$ cat config.mk
export PLATFORM = sky130hd
export DESIGN_NAME = if_id_skid_reg
export DESIGN_NICKNAME = d
export VERILOG_FILES = /design/src/rtl/if_id_skid_reg.sv
export SDC_FILE = /design/constraint.sdc
export NUM_CORES = 1
export LEC_CHECK = 0
export ABC_CLOCK_PERIOD_IN_PS = 2050
export CAP_MARGIN = 40
export CORE_UTILIZATION = 45
export DETAILED_ROUTE_END_ITERATION = 10
export GPL_ROUTABILITY_DRIVEN = 0
export MAX_ROUTING_LAYER = met4
export PLACE_DENSITY = 0.76
export SYNTH_ARGS = -nofsm -noshare
export SYNTH_HDL_FRONTEND = slang
export SYNTH_SLANG_ARGS = --single-unit
$ cat constraint.sdc
create_clock -name clk -period 2.05 [get_ports clk]
set_input_delay 0.41 -clock clk [delete_from_list [all_inputs] [get_ports clk]]
set_output_delay 0.41 -clock clk [all_outputs]
set_load 0.05 [all_outputs]
$ cat src/rtl/if_id_skid_reg.sv
// if_id_skid_reg: IF->ID pipeline register built as a 2-entry skid buffer.
// The main entry drives id_*. The skid entry absorbs one beat while ID stalls,
// so if_ready comes from a flop and has no combinational path from id_ready.
// Flush squashes everything that is buffered.
// Optional build macro: IF_ID_PERF_CNT_EN adds the stall_cnt and flush_cnt
// performance counters. Datapath behaviour is identical with or without it.
module if_id_skid_reg #(
  parameter int              XLEN      = 32,
  parameter logic [XLEN-1:0] NOP_INSTR = 32'h0000_0013
) (
  input  logic            clk,
  input  logic            rst,
  input  logic            flush,
  input  logic            if_valid,
  output logic            if_ready,
  input  logic [XLEN-1:0] if_pc,
  input  logic [XLEN-1:0] if_pc_plus4,
  input  logic [XLEN-1:0] if_instruction,
  output logic            id_valid,
  input  logic            id_ready,
  output logic [XLEN-1:0] id_pc,
  output logic [XLEN-1:0] id_pc_plus4,
  output logic [XLEN-1:0] id_instruction
`ifdef IF_ID_PERF_CNT_EN
  ,
  output logic [31:0]     stall_cnt,
  output logic [31:0]     flush_cnt
`endif
);

  typedef enum logic [1:0] {
    EMPTY = 2'd0,
    ONE   = 2'd1,
    FULL  = 2'd2
  } state_t;

  state_t          state_reg;
  logic [XLEN-1:0] skid_pc_reg;
  logic [XLEN-1:0] skid_pc_plus4_reg;
  logic [XLEN-1:0] skid_instr_reg;

  // Handshake qualifiers. Both use only registered outputs on this side.
  // Because of that, id_ready has no effect while id_valid is low.
  logic acc;
  logic deq;
  assign acc = if_valid & if_ready;
  assign deq = id_valid & id_ready;

  // Buffer FSM. The main entry and the skid entry are updated here.
  // All outputs are registered in this block.
  always_ff @(posedge clk) begin
    if (!rst) begin
      state_reg         <= EMPTY;
      id_valid          <= 1'b0;
      if_ready          <= 1'b1;
      id_pc             <= '0;
      id_pc_plus4       <= '0;
      id_instruction    <= NOP_INSTR;
      skid_pc_reg       <= '0;
      skid_pc_plus4_reg <= '0;
      skid_instr_reg    <= '0;
    end else if (flush) begin
      // Redirect: drop everything, including a beat offered this cycle
      state_reg         <= EMPTY;
      id_valid          <= 1'b0;
      if_ready          <= 1'b1;
      id_pc             <= '0;
      id_pc_plus4       <= '0;
      id_instruction    <= NOP_INSTR;
      skid_pc_reg       <= '0;
      skid_pc_plus4_reg <= '0;
      skid_instr_reg    <= '0;
    end else begin
      case (state_reg)
        EMPTY: begin
          if (acc) begin
            state_reg      <= ONE;
            id_valid       <= 1'b1;
            id_pc          <= if_pc;
            id_pc_plus4    <= if_pc_plus4;
            id_instruction <= if_instruction;
          end
        end
        ONE: begin
          if (acc && deq) begin
            id_pc          <= if_pc;
            id_pc_plus4    <= if_pc_plus4;
            id_instruction <= if_instruction;
          end else if (acc) begin
            // ID is stalled: park the new beat in the skid entry and stop IF
            state_reg         <= FULL;
            if_ready          <= 1'b0;
            skid_pc_reg       <= if_pc;
            skid_pc_plus4_reg <= if_pc_plus4;
            skid_instr_reg    <= if_instruction;
          end else if (deq) begin
            state_reg      <= EMPTY;
            id_valid       <= 1'b0;
            id_pc          <= '0;
            id_pc_plus4    <= '0;
            id_instruction <= NOP_INSTR;
          end
        end
        FULL: begin
          if (deq) begin
            // Promote the skid entry to main; order is preserved
            state_reg         <= ONE;
            if_ready          <= 1'b1;
            id_pc             <= skid_pc_reg;
            id_pc_plus4       <= skid_pc_plus4_reg;
            id_instruction    <= skid_instr_reg;
            skid_pc_reg       <= '0;
            skid_pc_plus4_reg <= '0;
            skid_instr_reg    <= '0;
          end
        end
        default: begin
          state_reg      <= EMPTY;
          id_valid       <= 1'b0;
          if_ready       <= 1'b1;
          id_pc          <= '0;
          id_pc_plus4    <= '0;
          id_instruction <= NOP_INSTR;
        end
      endcase
    end
  end

`ifdef IF_ID_PERF_CNT_EN
  // Performance counters: free-running and wrapping. Only rst clears them.
  always_ff @(posedge clk) begin
    if (!rst) begin
      stall_cnt <= '0;
      flush_cnt <= '0;
    end else begin
      if (id_valid && !id_ready) stall_cnt <= stall_cnt + 32'd1;
      if (flush)                 flush_cnt <= flush_cnt + 32'd1;
    end
  end
`else
  // Counters are not built in this configuration.
`endif

endmodule

==> flow_summary.yaml <==
status:
  outcome: "completed"
sta:
  holdWs_ns: 0.4749
  slew-limit-headroom: 0.4512
  tightest_slew_ns: 0.8232
  hold_violations: 0
  setup_viol: 0
  skew_ns: 0.01141
  fin_ws_ns: 0.04132
  finalCritPeriodShare: 0.9798
  rsz0062_at_grt: "false"
  fin_crit_ns: 2.009
  slew_viol_final: 0
  clock.fmax_mhz: 497.8
cts:
  path_clk_slew_ns: 0.07
  cts.hold.buffers_added: 0
  root_buffer: "clkbuf_16"
  cts-resized-gates: 0
  clockBufferDepth: 2
  cts_setup_buffers: 0
  cts_tree: "done"
  htreeDepth: 4
  clk_latency_ns: 0.42
  numCtsBuffers: 17
  cts.sinks: 196
finish:
  fin_cells: 1519
  drive_gt1_frac: 0.06220
  final_cell_area_mm2: 0.01185
  layout_common_cells: "dfxtp_1 (194), nand2_1 (190), clkdlybuf4s50_1 (178), nor2_1 (100), o21ai_0 (97)"
  area_delta_synth_final_pct: 31.93
  multi_input_area_mm2: 0.004573
  final_common_cell: "dfxtp_1"
  finalNetCount: 1342
  filler_cell_count: 1815
  insertedDiodeCount: 0
  register_area_mm2: 0.003931
route:
  drc: 0
  wirelength_um: 26350
  wire_per_inst_um: 17.34
  drt_iter0_markers: 728
  vias: 8774
  viasPerCell: 5.776
  ant_nets: 0
  first_pass_iters: 5
power_and_ir_drop:
  pwr_density_cell_mw_per_mm2: 741.3
  ir_drop_v: 0.0005777
  p_leak_uw: 0.004149
yosys:
  syn-cell-area_mm2: 0.008981
  synth_cells: 1110
  yosysTopAreaCell: "dfxtp_1"
  syn_area_per_cell_um2: 8.091
  ys_types: 36
  syn_nets: 1211
  synth_top_area_frac: 0.4369
  ys_seq_area_frac: 0.4369
  yosysWarningCount: 0
  ys_ff_latch: 196
  synthTopCellsByArea: "dfxtp_1 (44%), mux2i_1 (11%), a22oi_1 (8.0%), nand2_1 (7.9%), o22ai_1 (6.5%)"
global_route:
  grt_usage: 0.2660
  grt_max_degree: 73
  grt_pass1_vias: 8384
  antenna_found_initial: 0
  overflow: 0
  grt_pass1_wl_um: 42090
placed_design:
  dp_cells: 1487
  pre_cts_slack_ns: -0.001228
  io_buffers: 198
  place_area_mm2: 0.01122
  place_hpwl_um: 15780
critical_path:
  crit_buf_inv: 1
  worstPathArrival_ns: 1.60
  crit_family: "buffers and inverters"
  slowest_delay_ns: 0.82
  crit_fanout: 2
  required_ns: 1.64
  crit_chain: "clkdlybuf4s50_1"
  cpMaxStageDelayCell: "clkdlybuf4s50_1"
  critPathLaunchType: "flop"
  crit_type: "flop to primary output"
  end_kind: "primary output"
floorplanning:
  start_util: 0.4600
  design.core.area_mm2: 0.01953
  die_h_um: 143.3
  num_rows: 51
  die_w_um: 143.3
  io_pins: 199
  dieArea_mm2: 0.02053
flow_run:
  maxCapViolations: 0
worst_hold_path:
  hp-class: "flop to flop"
==> worst reg2reg max path: stages (launching register included) <==
cell and delay (ns):
dfxtp_4 0.45, buf_4 0.66, o21ai_0 0.24, nand3_1 0.13
a221o_1 0.11
==> synth_stat cells (all sizes together) <==
library cell	n
o211ai	2
a22o	1
o21bai	1
mux2i	95
and4bb	1
o21ai	97
nand2	190
o31a	1
nand2b	1
a21oi	95
or2	1
and3b	1
nor2b	3
a31oi	1
a221o	2
nand4b	1
and4b	1
nand3	3
and2b	1
buf	59
nor3	2
clkbuf	57
and2	3
a211o	1
a22oi	96
a21o	1
and3	2
a21boi	1
o22ai	93
dfxtp	196
nor2	100
a2bb2oi	1
==> metal layers <==
metal  global-route usage  up-vias  routed length, um
met5                    -        -                  0
met1               0.3335     4198              11410
met2               0.4300      317              12570
met4              0.09015        0                584
met3              0.04896       33               1773
li1                     -     4226                  -
==> path summary, 6_finish.rpt <==
kind                                    startpoint                 end  slack (ns)  depth (start not counted)
worst max-delay path            id_instruction[30]  id_instruction[30]        0.04                          1
worst min-delay path            id_instruction[21]  id_instruction[21]        0.47                          2
worst max register to register        state_reg[0]   id_instruction[0]        0.40                          4
worst min register to register  id_instruction[21]  id_instruction[21]        0.47                          2
==> metrics by stage <==
stage                     power, uW  setup TNS, ns    util
after floorplan                4876              0       -
after global placement         5460              0  0.5748
after detailed placement       5483      -0.001228  0.5748
after CTS                      8848              0  0.6053
after global routing           9128              0  0.6068
final                          8784              0  0.6068
==> area by class of cell <==
| type | count | area share |
|---|---|---|
| clock inverters | 10 | 0.01024 |
| flip-flops and latches | 196 | 0.3318 |
| multi-input cells | 798 | 0.3860 |
| well taps | 265 | 0.02798 |
| clock buffers | 22 | 0.04002 |
| repair buffers | 228 | 0.2040 |
==> power breakdown <==
part           internal, uW  switching [uW]  leakage (uW)
Combinational           578             879       0.00227
Clock                  1910            1470      0.000291
Sequential             3890            52.1       0.00159
Total                  6380            2400       0.00415
==> logic make-up after synthesis <==
kind of cell / count (synthesis) / synth area share
DFF: 196 / 0.4369
muxes: 95 / 0.1059
and+or+nand+nor: 310 / 0.1363
buffers and inverters: 116 / 0.05712
AOI/OAI and AO/OA: 393 / 0.2639
No activity file was read; power rests on OpenSTA's default activity.
